===== src/rtl/tdm_pkg.sv =====
// Shared types and defaults for the TDM slot arbiter.
package tdm_pkg;

    localparam int N_DEF        = 8;
    localparam int FRAME_W_DEF  = 16;
    localparam int MAX_HOLD_DEF = 4;

    typedef enum logic {IDLE, GRANT} state_t;

    // Vectors are zero-extended by the caller; exactly one set bit is valid.
    function automatic logic onehot_ok(input logic [31:0] vec);
        return $countones(vec) == 1;
    endfunction

endpackage


===== src/rtl/onehot_encoder.sv =====
// One-hot to binary index, plus a flag that the input had exactly one bit set.
module onehot_encoder
    import tdm_pkg::*;
#(
    parameter int N = N_DEF
) (
    input  logic [N-1:0]         vec,
    output logic [$clog2(N)-1:0] idx,
    output logic                 valid
);

    localparam int IW = $clog2(N);

    // OR of set-bit positions: exact for one-hot inputs, zero for zero input.
    always_comb begin
        idx = '0;
        for (int i = 0; i < N; i++) begin
            if (vec[i]) idx = idx | IW'(i);
        end
    end

    assign valid = onehot_ok(32'(vec));

endmodule


===== src/rtl/tdm_slot_arbiter.sv =====
// Grants a shared resource to the requester owning the current ring slot,
// with done/timeout release, one-hot integrity check and frame counting.
module tdm_slot_arbiter
    import tdm_pkg::*;
#(
    parameter int N        = N_DEF,
    parameter int FRAME_W  = FRAME_W_DEF,
    parameter int MAX_HOLD = MAX_HOLD_DEF
) (
    input  logic                 clk,
    input  logic                 rst_n,
    input  logic [N-1:0]         slot,
    input  logic [N-1:0]         req,
    input  logic                 done,
    input  logic                 err_clr,
    output logic [N-1:0]         grant,
    output logic [$clog2(N)-1:0] grant_idx,
    output logic                 busy,
    output logic                 preempt,
    output logic                 timeout,
    output logic [FRAME_W-1:0]   frame_cnt,
    output logic                 slot_err
);

    localparam int HW = $clog2(MAX_HOLD + 1);

    state_t               state;
    logic [N-1:0]         slot_q;
    logic                 served;
    logic [HW-1:0]        hold_cnt;
    logic [$clog2(N)-1:0] slot_idx;
    logic                 slot_ok;
    logic                 slot_chg;
    logic                 served_eff;
    logic                 frame_tick;

    onehot_encoder #(.N(N)) u_enc (
        .vec   (slot),
        .idx   (slot_idx),
        .valid (slot_ok)
    );

    assign slot_chg   = (slot != slot_q);
    // A new slot visit starts unserved, even in the cycle it arrives.
    assign served_eff = slot_chg ? 1'b0 : served;
    assign frame_tick = slot_q[N-1] && slot[0] && slot_ok && onehot_ok(32'(slot_q));

    always_ff @(posedge clk or negedge rst_n) begin
        if (!rst_n) begin
            state     <= IDLE;
            slot_q    <= '0;
            served    <= 1'b0;
            hold_cnt  <= '0;
            grant     <= '0;
            grant_idx <= '0;
            busy      <= 1'b0;
            preempt   <= 1'b0;
            timeout   <= 1'b0;
            frame_cnt <= '0;
            slot_err  <= 1'b0;
        end else begin
            slot_q  <= slot;
            preempt <= 1'b0;
            timeout <= 1'b0;

            if (frame_tick) frame_cnt <= frame_cnt + FRAME_W'(1);

            if (!slot_ok)     slot_err <= 1'b1;
            else if (err_clr) slot_err <= 1'b0;

            case (state)
                IDLE: begin
                    served <= served_eff;
                    if (slot_ok && |(req & slot) && !served_eff) begin
                        state     <= GRANT;
                        grant     <= slot;
                        grant_idx <= slot_idx;
                        hold_cnt  <= HW'(1);
                        busy      <= 1'b1;
                    end
                end
                GRANT: begin
                    if (done || !slot_ok || slot_chg || hold_cnt == HW'(MAX_HOLD)) begin
                        state     <= IDLE;
                        grant     <= '0;
                        grant_idx <= '0;
                        hold_cnt  <= '0;
                        busy      <= 1'b0;
                    end
                    // done outranks both slot change and the hold limit
                    if (done) begin
                        served <= 1'b1;
                    end else if (!slot_ok || slot_chg) begin
                        preempt <= 1'b1;
                        served  <= served_eff;
                    end else if (hold_cnt == HW'(MAX_HOLD)) begin
                        timeout <= 1'b1;
                        served  <= 1'b1;
                    end else begin
                        hold_cnt <= hold_cnt + HW'(1);
                        served   <= served_eff;
                    end
                end
                default: state <= IDLE;
            endcase
        end
    end

endmodule


===== config.mk =====
export PLATFORM = sky130hd
export DESIGN_NAME = tdm_slot_arbiter
export DESIGN_NICKNAME = d
export VERILOG_FILES = /design/src/rtl/tdm_pkg.sv /design/src/rtl/onehot_encoder.sv /design/src/rtl/tdm_slot_arbiter.sv
export SDC_FILE = /design/constraint.sdc
export NUM_CORES = 1
export LEC_CHECK = 0
export ABC_AREA = 1
export ABC_CLOCK_PERIOD_IN_PS = 9600
export CORE_MARGIN = 10
export CORE_UTILIZATION = 50
export CTS_CLUSTER_SIZE = 40
export DETAILED_ROUTE_END_ITERATION = 8
export GPL_TIMING_DRIVEN = 0
export PLACE_DENSITY = 0.77
export SLEW_MARGIN = 20
export SYNTH_ARGS = -nofsm -noshare
export SYNTH_HDL_FRONTEND = slang
export SYNTH_HIERARCHICAL = 1
export SYNTH_SLANG_ARGS = --single-unit

===== constraint.sdc =====
create_clock -name clk -period 9.6 [get_ports clk]
set_clock_uncertainty 0.1 [all_clocks]
set_input_delay 0.96 -clock clk [delete_from_list [all_inputs] [get_ports clk]]
set_output_delay 0.96 -clock clk [all_outputs]
set_load 0.05 [all_outputs]

== Word-level counts from Yosys, hierarchy flattened ==
Cells that the tools add are included.

* Flip-flop bits (word level): 44
* Input bits: 20
* Output and inout port bits: 31
* Logic and storage cells: 88

* Add/subtract/negate cells: 16
* Equal/unequal tests: 7
* Mux-type cells: 39
* Bitwise operators: 2
* Reduce and logical (&&, ||, !) cells: 13

{| class="wikitable"
|+ Operator list
! kind !! count
|-
| $add 32x32->32 || 3
|-
| $mux 3 || 11
|-
| $eq 32x2->1 const B || 1
|-
| $mux 1 || 18
|-
| $add 1x1->2 || 8
|-
| $add 16x1->16 const B || 1
|-
| $mux 8 || 2
|-
| $pmux 8 s2 || 1
|-
| $pmux 3 s2 || 2
|-
| $and 8x8->8 || 1
|-
| $ne 8x8->1 || 1
|-
| $reduce_or 8->1 || 1
|-
| $add 2x2->3 || 2
|-
| $pmux 1 s2 || 3
|-
| $logic_and 1x1->1 || 5
|-
| $add 3x3->4 || 1
|-
| $eq 4x1->1 const B || 1
|-
| $logic_or 1x1->1 || 4
|-
| $mux 2 || 2
|-
| $ne 2x2->1 const B || 2
|-
| $add 3x1->3 const B || 1
|-
| $eq 3x3->1 const B || 1
|-
| $logic_not 1->1 || 2
|-
| $ne 2x1->1 const B || 1
|-
| 2 further kinds || 2
|}

== Logic depth before layout (Yosys ltp) ==
* Depth in word-level cells: 13
* Mapped depth: 20
* Depth with buffers taken out: 19

== Hierarchy ==
The synthesis kept the hierarchy.

{| class="wikitable"
|+ Modules (own cells, without submodules)
! module !! times used !! cells each !! area an instance (um^2) !! seq. area each (um^2)
|-
| tdm_slot_arbiter || 1 || 328 || 2479.9 || 1101.1
|-
| onehot_encoder || 1 || 34 || 226.5 || 0.0
|}

== Worst setup path before layout ==
Ideal clock, no wire load.

* Kind: input -> register
* From: input slot[0]
* To: register frame_cnt[6]
* Setup time: 0.120 ns
* Arrival time: 4.315 ns
* Required time: 9.380 ns
* Setup slack: 5.066 ns
* Stages on the path: 20
* Path buffers: 1
* Path through: inv_1 -> fa_1 -> fa_1 -> fa_1 -> inv_1 -> ha_1 -> inv_1 -> fa_1 -> nand2_1 -> inv_1 -> nand2_1 -> a21oi_1 -> inv_1 -> nor4_2 -> nand2_2 -> inv_2 -> buf_6 -> nand2_1 -> nand2_1 -> nand2_1

* Cells in the longest elaborated chain, start to end: 6
* Elaborated cells on any way between the ends: 7
* Those cells by class: 3 x add/sub; 1 x eq/ne; 3 x reduce/logical

{| class="wikitable"
|+ Ends and longest elaborated chain
! element !! line !! source
|-
| from (decl) || tdm_slot_arbiter.sv:12 || <nowiki>input logic [N-1:0] slot,</nowiki>
|-
| $add 1x1->2 (implied by the code) || tdm_pkg.sv:12 || <nowiki>return $countones(vec) == 1;</nowiki>
|-
| $add 32x32->32 (implied by the code) (2 in a row) || tdm_pkg.sv:12 ||
|-
| $eq 32x2->1 || tdm_pkg.sv:12 ||
|-
| named net slot_ok || tdm_slot_arbiter.sv:32 || <nowiki>logic slot_ok;</nowiki>
|-
| $logic_and 1x1->1 (2 in a row) || tdm_slot_arbiter.sv:46 || <nowiki>assign frame_tick = slot_q[N-1] && slot[0] && slot_ok && onehot_ok(32'(slot_q));</nowiki>
|-
| to (signal assigned) || tdm_slot_arbiter.sv:66 || <nowiki>if (frame_tick) frame_cnt <= frame_cnt + FRAME_W'(1);</nowiki>
|-
| to (decl) || tdm_slot_arbiter.sv:21 || <nowiki>output logic [FRAME_W-1:0] frame_cnt,</nowiki>
|}

The timed path passes the listed nets, and every way through them passes these cells.
A chain may end at the register's enable or synchronous reset.

== Final worst setup path ==
* From: input slot[0]
* To: register frame_cnt[5]

The elaborated chain is that of the path after synthesis.

==> results by group <==
Outcome
  – Outcome: finished clean

Route
  – Post-Route WL: 6.08 mm
  – Post-route antenna net violation count: 0
  – DR vias: 2,404
  – DRT iter0 DRCs: between 100 and 150
  – Drt wl/cell: 12.4 um
  – DR vias/cell: 4.90
  – DRC: 0
  – First-pass DRT Iterations: 4

Timing
  – Min Tclk post-route: 5.39 ns
  – Hold Violations, Final: 0
  – RSZ-0062 raised after global routing: false
  – F_max: 185 MHz
  – Final Max Tran Viols: 0
  – Final period util: between 50% and 60%
  – Relative slew slack: 66.1%
  – Endpoints failing setup: 0
  – Worst Tran Pin Value: 0.507 ns
  – Setup TNS: 0 ns

Job
  – Max Cap Viol: 0

Clock tree
  – Hold buffer count at CTS: 0
  – Post-CTS Setup Repair Bufs: 0
  – H-tree depth: 2
  – CTS root buf: clkbuf_8
  – Skew-Pair Late Insertion Delay: 0.29 ns
  – Post-CTS sizing: 0
  – Bufs on Longest Clock Path: 2
  – CTS tree: yes
  – Clk pin slew, worst setup/hold paths: 0.09 ns
  – # clock sinks: 44
  – TritonCTS buffer count: 5

Yosys
  – Post-synth cell types: 25
  – Top FF cell, synth: dfrtp_1
  – Yosys top cell area share: approximately two fifths
  – Yosys reg bits: 44
  – Post-synth EDFFs: 0
  – Seq/Total Area, Yosys: 40.7%
  – Commonest cells in the netlist: 129 x nand2_1, 66 x inv_1, 44 x dfrtp_1
  – Syn Nets: 399
  – Mean instance size in the synthesized netlist: 7.48 sq um
  – Synth area leaders: dfrtp_1 41%, nand2_1 18%, inv_1 9.2%
  – Most instantiated library cell after synthesis: nand2_1
  – Gate Count Post-Synth: 362
  – Async SR Flop Fraction: 100%
  – Yosys warns: 6
  – Mapped cell area: 2710 sq um
  – Synth area leader: dfrtp_1

Setup path
  – Critical path class: in2reg
  – Crit-path cells: clkdlybuf4s50_1 -> inv_1 -> fa_1 -> fa_1 -> fa_1 -> inv_1 -> ha_1 -> inv_1 -> fa_1 -> nand2_1 -> inv_1 -> nand2_1 -> a21oi_1 -> inv_1 -> nor4_2 -> nand2_2 -> inv_2 -> buf_6 -> nand2_1 -> nand2_1 -> nand2_1
  – Slowest stage delay, CP: roughly 0.66 ns
  – Slowest cell on crit path: clkdlybuf4s50_1
  – Critical path capture point type: flip-flop
  – R2R cell count: 16
  – Worst EP required: 9.69 ns
  – CP arrival: between 5 and 6 ns
  – CP Launch Type: primary input
  – Maximum net fanout on the critical path: 10

Global route
  – Number of global-route vias before repair: 2,322
  – Global-route wire length before repair: 10.4 mm
  – Initial antenna violation count: 0
  – GR Util All Layers: about 15%
  – GRT overflow: 0
  – Pin count of the biggest net entering global routing: 32

Finish
  – Final Util: 66.3%
  – Nets: 457
  – Diode count: 0
  – Finished Cell Area: between 3000 and 4000 sq um
  – Area delta synth->final: 26.8%
  – Share of layout cells above drive strength 1: 5.46%

Placement
  – Global placer's final weighted congestion: 0.864
  – Port Buf Inserts: 50
  – Placed Area: 3310 sq um
  – Post-DP HPWL: 4.79 mm

Pwr
  – Power Density: 235 nW/um^2
  – Leak Pwr: 1.82 nW
  – Worst VDD drop: 138 uV

Floorplan
  – Row cnt: 26
  – Starting Density: 52.3%
  – Chip height: 93.6 um
  – Die area: ~8800 sq um
  – Num ports: 51
  – Total core area: about 5200 sq um
  – Die extent in x: 93.6 um

Hold path
  – Hold WC Path Type: reg2reg
  – Cell depth of the worst hold path: 2
registers in the layout, summed over array words and instances, names as in the netlist:
signal and cells:
busy 1, frame_cnt 16, grant 8, grant_idx 3
hold_cnt 3, preempt 1, served 1, slot_err 1
slot_q 8, state 1, timeout 1
per-layer routing:
layer / GRT usage, % / part of all wire [%] / vias up
met5: 0 / 0 / -
met4: 4.43 / 0.72 / 0
met3: 4.00 / 6.8 / 4
met2: 24.3 / 48 / 56
met1: 17.7 / 45 / 1120
li1: - / - / 1224
report_power, final:
group | switching, W | internal [W] | leakage [nW] | total (W)
combinational | 0.000261 | 0.000132 | 1.20 | 0.000393
clock | 0.0000644 | 0.0000851 | 0.0614 | 0.000150
sequential | 0.0000334 | 0.000230 | 0.554 | 0.000263
total | 0.000359 | 0.000447 | 1.82 | 0.000806
cell families after synthesis:
kind of cell / synth area share [%]
compound gates: 2.36
xor+xnor: 3.56
fa+ha+maj: 10.1
buf+inv: 11.3
flops: 40.7
simple gates: 32.0
metrics by stage:
step	cells	hold WS [ns]	setup slack [ns]	total power (W)
2_1_floorplan	362	0.418	5.07	0.000529
3_3_place_gp	482	0.354	4.03	0.000652
3_5_place_dp	483	0.367	3.94	0.000661
4_1_cts	491	0.387	4.23	0.000812
5_1_grt	491	0.409	3.86	0.000861
6_report	491	0.383	4.21	0.000806
path summary, 6_finish.rpt:
check | startpoint | endpoint | slack (ns)
setup / recovery | slot[0] | frame_cnt[5] | 4.21
hold / removal | busy | busy | 0.38
setup reg to reg | slot_q[0] | frame_cnt[5] | 5.84
hold reg to reg | busy | busy | 0.38
max in group asynchronous | rst_n | grant_idx[0] | 8.46
min in group asynchronous | rst_n | slot_q[6] | 0.46
final cells by class:
class	instances	area (sq um)
Fill cell	426	1740
Tap cell	70	87.6
Sequential cell	44	1100
Timing Repair Buffer	51	515
Buffer	5	46.3
Inverter	69	259
Clock inverter	2	38.8
Multi-Input combinational cell	244	1300
Clock buffer	6	82.6
worst max-delay path: cells and delay by family:
kind / cells / cell delay [ns]
fa+ha+maj: 5 / 2.07
simple gates: 7 / 0.77
buf+inv: 8 / 1.32
compound gates: 1 / 0.35
layout by cell type, fill, tap and decap left out, types with 6 or more instances in the layout:
cell / instances
clkbuf_8: 6
clkdlybuf4s50_1: 49
dfrtp_1: 44
fa_1: 8
ha_1: 9
inv_1: 66
nand2_1: 129
nand3_1: 29
nand4_1: 8
nor2_1: 21
nor3_1: 7
o21ai_0: 9
xor2_1: 8
Note: power is estimated with default switching activity, not from simulation.
